<file path="config.mk">
export PLATFORM = sky130hd
export DESIGN_NAME = shift_add_multiplier
export DESIGN_NICKNAME = d
export VERILOG_FILES = /design/src/rtl/shift_add_multiplier_pkg.sv /design/src/rtl/shift_add_multiplier_fsm.sv /design/src/rtl/shift_add_multiplier.sv
export SDC_FILE = /design/constraint.sdc
export NUM_CORES = 1
export LEC_CHECK = 0
export ABC_AREA = 1
export BUFFER_PORTS_ARGS = -buffer_cell sky130_fd_sc_hd__buf_2
export CAP_MARGIN = 20
export CORE_ASPECT_RATIO = 1.4
export CORE_UTILIZATION = 65
export DETAILED_ROUTE_END_ITERATION = 16
export PLACE_DENSITY = 0.95
export SYNTH_ARGS = -nofsm -noshare
export SYNTH_HDL_FRONTEND = slang
export SYNTH_SLANG_ARGS = --single-unit
</file>
<file path="constraint.sdc">
create_clock -name clock -period 4.4 [get_ports clock]
set_input_delay 0.44 -clock clock [delete_from_list [all_inputs] [get_ports clock]]
set_output_delay 0.44 -clock clock [all_outputs]
set_load 0.05 [all_outputs]
</file>
<file path="src/rtl/shift_add_multiplier_pkg.sv">
// ----------------------------------------------------------------------------
// shift_add_multiplier_pkg
//   Shared FP16 constants and the state type for the iterative significand
//   multiplier. No ports; imported by shift_add_multiplier and its FSM.
// ----------------------------------------------------------------------------
`ifndef FP16_FRACW
`define FP16_FRACW 10
`endif

package shift_add_multiplier_pkg;

   typedef enum logic [1:0] {
      MUL_IDLE,
      MUL_BUSY,
      MUL_DONE
   } mulState_t;

endpackage : shift_add_multiplier_pkg

</file>
<file path="src/rtl/shift_add_multiplier_fsm.sv">
// ----------------------------------------------------------------------------
// shift_add_multiplier_fsm
//   Control for the radix-2 shift/add multiplier. Owns the state and the
//   iteration counter; the parent owns all datapath registers.
// Ports:
//   clock, reset   - system clock, asynchronous active-high reset
//   i_start        - level request from the initiator
//   o_load         - accept this edge: latch operands, clear accumulator
//   o_step         - one multiplier bit is consumed this edge
//   o_last         - this step is the final one; the product is written
//   o_done         - registered completion flag (state == DONE)
//   o_count        - current bit index, used as the addend shift amount
// ----------------------------------------------------------------------------
module shift_add_multiplier_fsm
   import shift_add_multiplier_pkg::*;
#(
   parameter int WIDTH = `FP16_FRACW + 1,
   parameter int CNTW  = $clog2(WIDTH + 1)
) (
   input  logic            clock,
   input  logic            reset,
   input  logic            i_start,
   output logic            o_load,
   output logic            o_step,
   output logic            o_last,
   output logic            o_done,
   output logic [CNTW-1:0] o_count
);

   localparam logic [CNTW-1:0] LAST_CNT = CNTW'(WIDTH - 1);

   mulState_t       r_state;
   mulState_t       w_state_next;
   logic [CNTW-1:0] r_count;
   logic [CNTW-1:0] w_count_next;

   // State register.
   // NOTE: sequential state is written with <= so every register samples the
   // pre-edge values; blocking assignments here would create order-dependent
   // races between processes.
   always_ff @(posedge clock or posedge reset) begin
      if (reset) begin
         r_state <= MUL_IDLE;
         r_count <= '0;
      end else begin
         r_state <= w_state_next;
         r_count <= w_count_next;
      end
   end

   // Next-state logic.
   // NOTE: defaults assigned first so no path leaves a variable unassigned,
   // which would otherwise infer a latch.
   always_comb begin
      w_state_next = r_state;
      w_count_next = r_count;
      unique case (r_state)
         MUL_IDLE: begin
            if (i_start) begin
               w_state_next = MUL_BUSY;
               w_count_next = '0;
            end
         end
         MUL_BUSY: begin
            w_count_next = r_count + CNTW'(1);
            if (r_count == LAST_CNT) w_state_next = MUL_DONE;
         end
         MUL_DONE: begin
            // A held start never retriggers; the initiator must drop it.
            if (!i_start) w_state_next = MUL_IDLE;
         end
         default: w_state_next = MUL_IDLE;
      endcase
   end

   // Outputs. done comes from registered state only, never from start.
   always_comb begin
      o_load  = (r_state == MUL_IDLE) && i_start;
      o_step  = (r_state == MUL_BUSY);
      o_last  = (r_state == MUL_BUSY) && (r_count == LAST_CNT);
      o_done  = (r_state == MUL_DONE);
      o_count = r_count;
   end

endmodule : shift_add_multiplier_fsm

</file>
<file path="src/rtl/shift_add_multiplier.sv">
// ----------------------------------------------------------------------------
// shift_add_multiplier
//   Iterative radix-2 unsigned multiplier for FP16 significands (hidden bit
//   included). Samples operands on an accepted start, consumes one multiplier
//   bit per cycle and holds a level done with a stable product.
// Ports:
//   clock, reset   - system clock, asynchronous active-high reset
//   mulIn1         - multiplicand, sampled only on accept
//   mulIn2         - multiplier, sampled only on accept
//   start          - level request; may stay high indefinitely
//   mulOut         - product, held until the next completion
//   done           - level completion flag
// OUTWIDTH must equal 2*WIDTH; the accumulator then cannot overflow.
// ----------------------------------------------------------------------------
module shift_add_multiplier
   import shift_add_multiplier_pkg::*;
#(
   parameter int WIDTH    = `FP16_FRACW + 1,
   parameter int OUTWIDTH = 2 * WIDTH,
   parameter int CNTW     = $clog2(WIDTH + 1)
) (
   input  logic                clock,
   input  logic                reset,
   input  logic [WIDTH-1:0]    mulIn1,
   input  logic [WIDTH-1:0]    mulIn2,
   input  logic                start,
   output logic [OUTWIDTH-1:0] mulOut,
   output logic                done
);

   logic                w_load;
   logic                w_step;
   logic                w_last;
   logic                w_done;
   logic [CNTW-1:0]     w_count;

   logic [WIDTH-1:0]    r_mcand;
   logic [WIDTH-1:0]    r_mplier;
   logic [OUTWIDTH-1:0] r_acc;
   logic [OUTWIDTH-1:0] r_mulOut;

   logic [OUTWIDTH-1:0] w_addend;
   logic [OUTWIDTH-1:0] w_acc_next;

   shift_add_multiplier_fsm #(
      .WIDTH (WIDTH),
      .CNTW  (CNTW)
   ) u_fsm (
      .clock   (clock),
      .reset   (reset),
      .i_start (start),
      .o_load  (w_load),
      .o_step  (w_step),
      .o_last  (w_last),
      .o_done  (w_done),
      .o_count (w_count)
   );

   // The multiplicand is widened before shifting so high partial-product
   // bits are never lost.
   assign w_addend   = {{(OUTWIDTH - WIDTH){1'b0}}, r_mcand} << w_count;
   assign w_acc_next = r_mplier[0] ? (r_acc + w_addend) : r_acc;

   // NOTE: every datapath register, including the held product, is cleared
   // by reset so no partial or stale result survives an abort.
   always_ff @(posedge clock or posedge reset) begin
      if (reset) begin
         r_mcand  <= '0;
         r_mplier <= '0;
         r_acc    <= '0;
         r_mulOut <= '0;
      end else if (w_load) begin
         r_mcand  <= mulIn1;
         r_mplier <= mulIn2;
         r_acc    <= '0;
      end else if (w_step) begin
         r_acc    <= w_acc_next;
         r_mplier <= r_mplier >> 1;
         // The final add lands directly in the product register.
         if (w_last) r_mulOut <= w_acc_next;
      end
   end

   assign mulOut = r_mulOut;
   assign done   = w_done;

endmodule : shift_add_multiplier

</file>
==> results.tsv <==
stage	metric	value	unit
yosys	synth_enable_flop_cells	0	
global_route	grt_pass1_wl	22.66	mm
finish	area_growth	9.802	%
worst_setup_path	worstPathArrival	3540	ps
worst_setup_path	path_buf_inv	2	
worst_setup_path	cpMostUsedCell	nand2_1	
min_path	hp-class	primary input to async pin	
global_route	gr-usage-all-layers	36.80	%
timing	timing.final.ws_setup	1118	ps
cts	cts_hold_buffers	0	
cts	cts_root_buf	clkbuf_8	
cts	cts_buffer_depth	2	
global_route	grt_antenna_before_repair	0	
finish	final_nets	817	
timing	period_minus_slack	3282	ps
yosys	syn_area	4991	um2
global_route	globalRoute.totalOverflow	0	
yosys	async_flop_share	100.0	%
yosys	synth.avg_cell_area	6.828	um2
worst_setup_path	crit_type	flip-flop to flip-flop	
worst_setup_path	start_kind	flip-flop	
worst_setup_path	path_cells	inv_4 > nand2_1 > nand3_1 > o21ai_0 > nor2_1 > a31oi_1 > o21ai_0 > ha_1 > a21oi_1 > inv_1 > nor2_1 > nand3_2 > nand2_1 > nand2_1 > nand2_1 > nand3_1 > nand3_1 > o21ai_1	
worst_setup_path	path_max_fanout	18	
routing	drt.antenna.violating_nets	0	
placed_design	place_hpwl	10.28	mm
die	io_pins	48	
yosys	ys_seq_elements	72	
die	die_h	105.7	um
yosys	synth_ff_type	dfrtp_1	
die	die_w	76.06	um
routing	vias	4930	
yosys	netlist_instances	731	
finish	stdcell_area	5480	um2
routing	routedWlPerCell	16.15	um
cts	post_cts_resized	0	
worst_setup_path	cp-end-kind	flip-flop	
timing	fin_tns_setup	0	ps
timing	hold_viol	0	
finish	most-common-layout-cells	nand2_1, inv_1, dfrtp_1	
timing	slew_headroom	29.97	%
worst_setup_path	required	4660	ps
timing	finalSetupViolCount	0	
routing	drt_iter0_markers	298	
placed_design	place_congestion	0.9674	
routing	post-route-drc-count	0	
global_route	grt_max_degree	46	
finish	final_common_cell	nand2_1	
die	die_area	8038	um2
yosys	syn_nets	780	
die	core	7407	um2
placed_design	placed_area	5249	um2
routing	drt_wl_total	14.05	mm
worst_setup_path	cp_slowest_cell	dfrtp_1	
cts	cts_tree	done	
placed_design	portBuffers	47	
cts	h-tree-depth	3	
yosys	yosysWarnings	0	
yosys	synth-seq-area-share	36.10	%
finish	n_antenna_cell	0	
timing	final_min_period_over_clock_period	74.60	%
die	placementRows	37	
cts	clock-sinks	72	
placed_design	dpl_worst_slack	1162	ps
timing	tightestPinTransition	1049	ps
timing	fin_skew	13.08	ps
cts	insertion_delay	370	ps
global_route	grt_pass1_vias	4869	
cts	cts_setup_buffers	0	
timing	rsz0062_at_grt	no	
worst_setup_path	critical-path-top-delay-family	simple AND/OR/NAND/NOR gates	
routing	drt_pass1_iterations	5	
job	cap_violations	0	
finish	fillers	591	
finish	drive_gt1_share	13.84	%
timing	slew_violations	0	
routing	vias_per_cell	5.667	
worst_setup_path	cpPeakStageDelay	700	ps
die	start_util	67.38	%
cts	cts_buffers	9	
status	status	complete, no violations	
cts	clkTransAtPathRegs	80	ps
yosys	yosysUniqueCellTypes	42	
timing	whs	131.0	ps
timing	max_freq	304.7	MHz
[synth_stat cells, types with 3 or more instances]
library cell / count / area, um2
nand4_1: 5 / 31.28
nand2_2: 3 / 18.77
inv_1: 77 / 289.0
buf_2: 13 / 65.06
a31oi_1: 3 / 18.77
clkbuf_1: 10 / 37.54
xor2_1: 4 / 35.03
o21ai_0: 33 / 165.2
o221ai_1: 4 / 35.03
nand3_2: 6 / 60.06
inv_2: 5 / 18.77
dfrtp_1: 72 / 1802
nand2_1: 269 / 1010
o22ai_1: 9 / 56.30
a21oi_1: 20 / 100.1
o211ai_1: 8 / 60.06
nand3_1: 61 / 305.3
nor2_2: 8 / 50.05
o21ai_1: 18 / 90.09
xnor2_1: 3 / 26.28
or2_2: 9 / 56.30
nor2_1: 43 / 161.4
ha_1: 23 / 287.8
[stage by stage]
stage / cells / utilization [%]
final: 870 / 73.99
after global routing: 870 / 73.99
after CTS: 869 / 73.78
after detailed placement: 853 / 70.86
after global placement: 853 / 70.86
after floorplan: 731 / -
[area by class of cell]
| type | count | area [um2] | share of cell area [%] |
|---|---|---|---|
| well taps | 97 | 121.4 | 2.215 |
| clock inverters | 4 | 51.30 | 0.9361 |
| clock buffers | 12 | 165.2 | 3.014 |
| inverters | 83 | 314.1 | 5.731 |
| flip-flops and latches | 72 | 1802 | 32.88 |
| multi-input cells | 549 | 2739 | 49.98 |
| repair buffers | 53 | 287.8 | 5.251 |
[path summary, 6_finish.rpt]
check | startpoint | endpoint | cells after the start | slack (ps)
hold reg to reg | mulOut[13] | mulOut[13] | 2 | 480
min in group clock | mulIn1[3] | r_mcand[3] | 3 | 260
max in group asynchronous | reset | r_acc[15] | 3 | 3250
hold / removal | reset | r_acc[20] | 2 | 130
setup / recovery | u_fsm.o_count[0] | r_acc[18] | 18 | 1120
setup reg to reg | u_fsm.o_count[0] | r_acc[18] | 18 | 1120
[per-layer routing]
| metal | vias to the layer above | global-route usage [%] | share of wire, % |
|---|---|---|---|
| li1 | 2419 | - | - |
| met1 | 2243 | 39.44 | 38 |
| met2 | 208 | 66.30 | 52 |
| met3 | 60 | 6.753 | 4.8 |
| met4 | 0 | 23.21 | 5.7 |
| met5 | - | 0 | 0 |
[logic make-up (layout without fill, tap and decap cells)]
group / after synthesis / in the layout / share of synthesized area, %
buffers and inverters: 110 / 152 / 9.025
adder cells (fa/ha/maj): 24 / 24 / 6.167
multiplexers: 2 / 2 / 0.4011
XOR/XNOR: 7 / 7 / 1.228
AND/OR/NAND/NOR: 415 / 415 / 35.62
flip-flops: 72 / 72 / 36.10
AO/OA/AOI/OAI: 101 / 101 / 11.46
[sequential cells by signal (all words and copies together) (netlist names)]
name	count
mulOut	22
r_mplier	11
u_fsm.o_count	4
r_acc	22
u_fsm.r_state	2
r_mcand	11
Power is not shown: default switching activity piles up to over one toggle a cycle in this logic, so the estimate is an artifact.
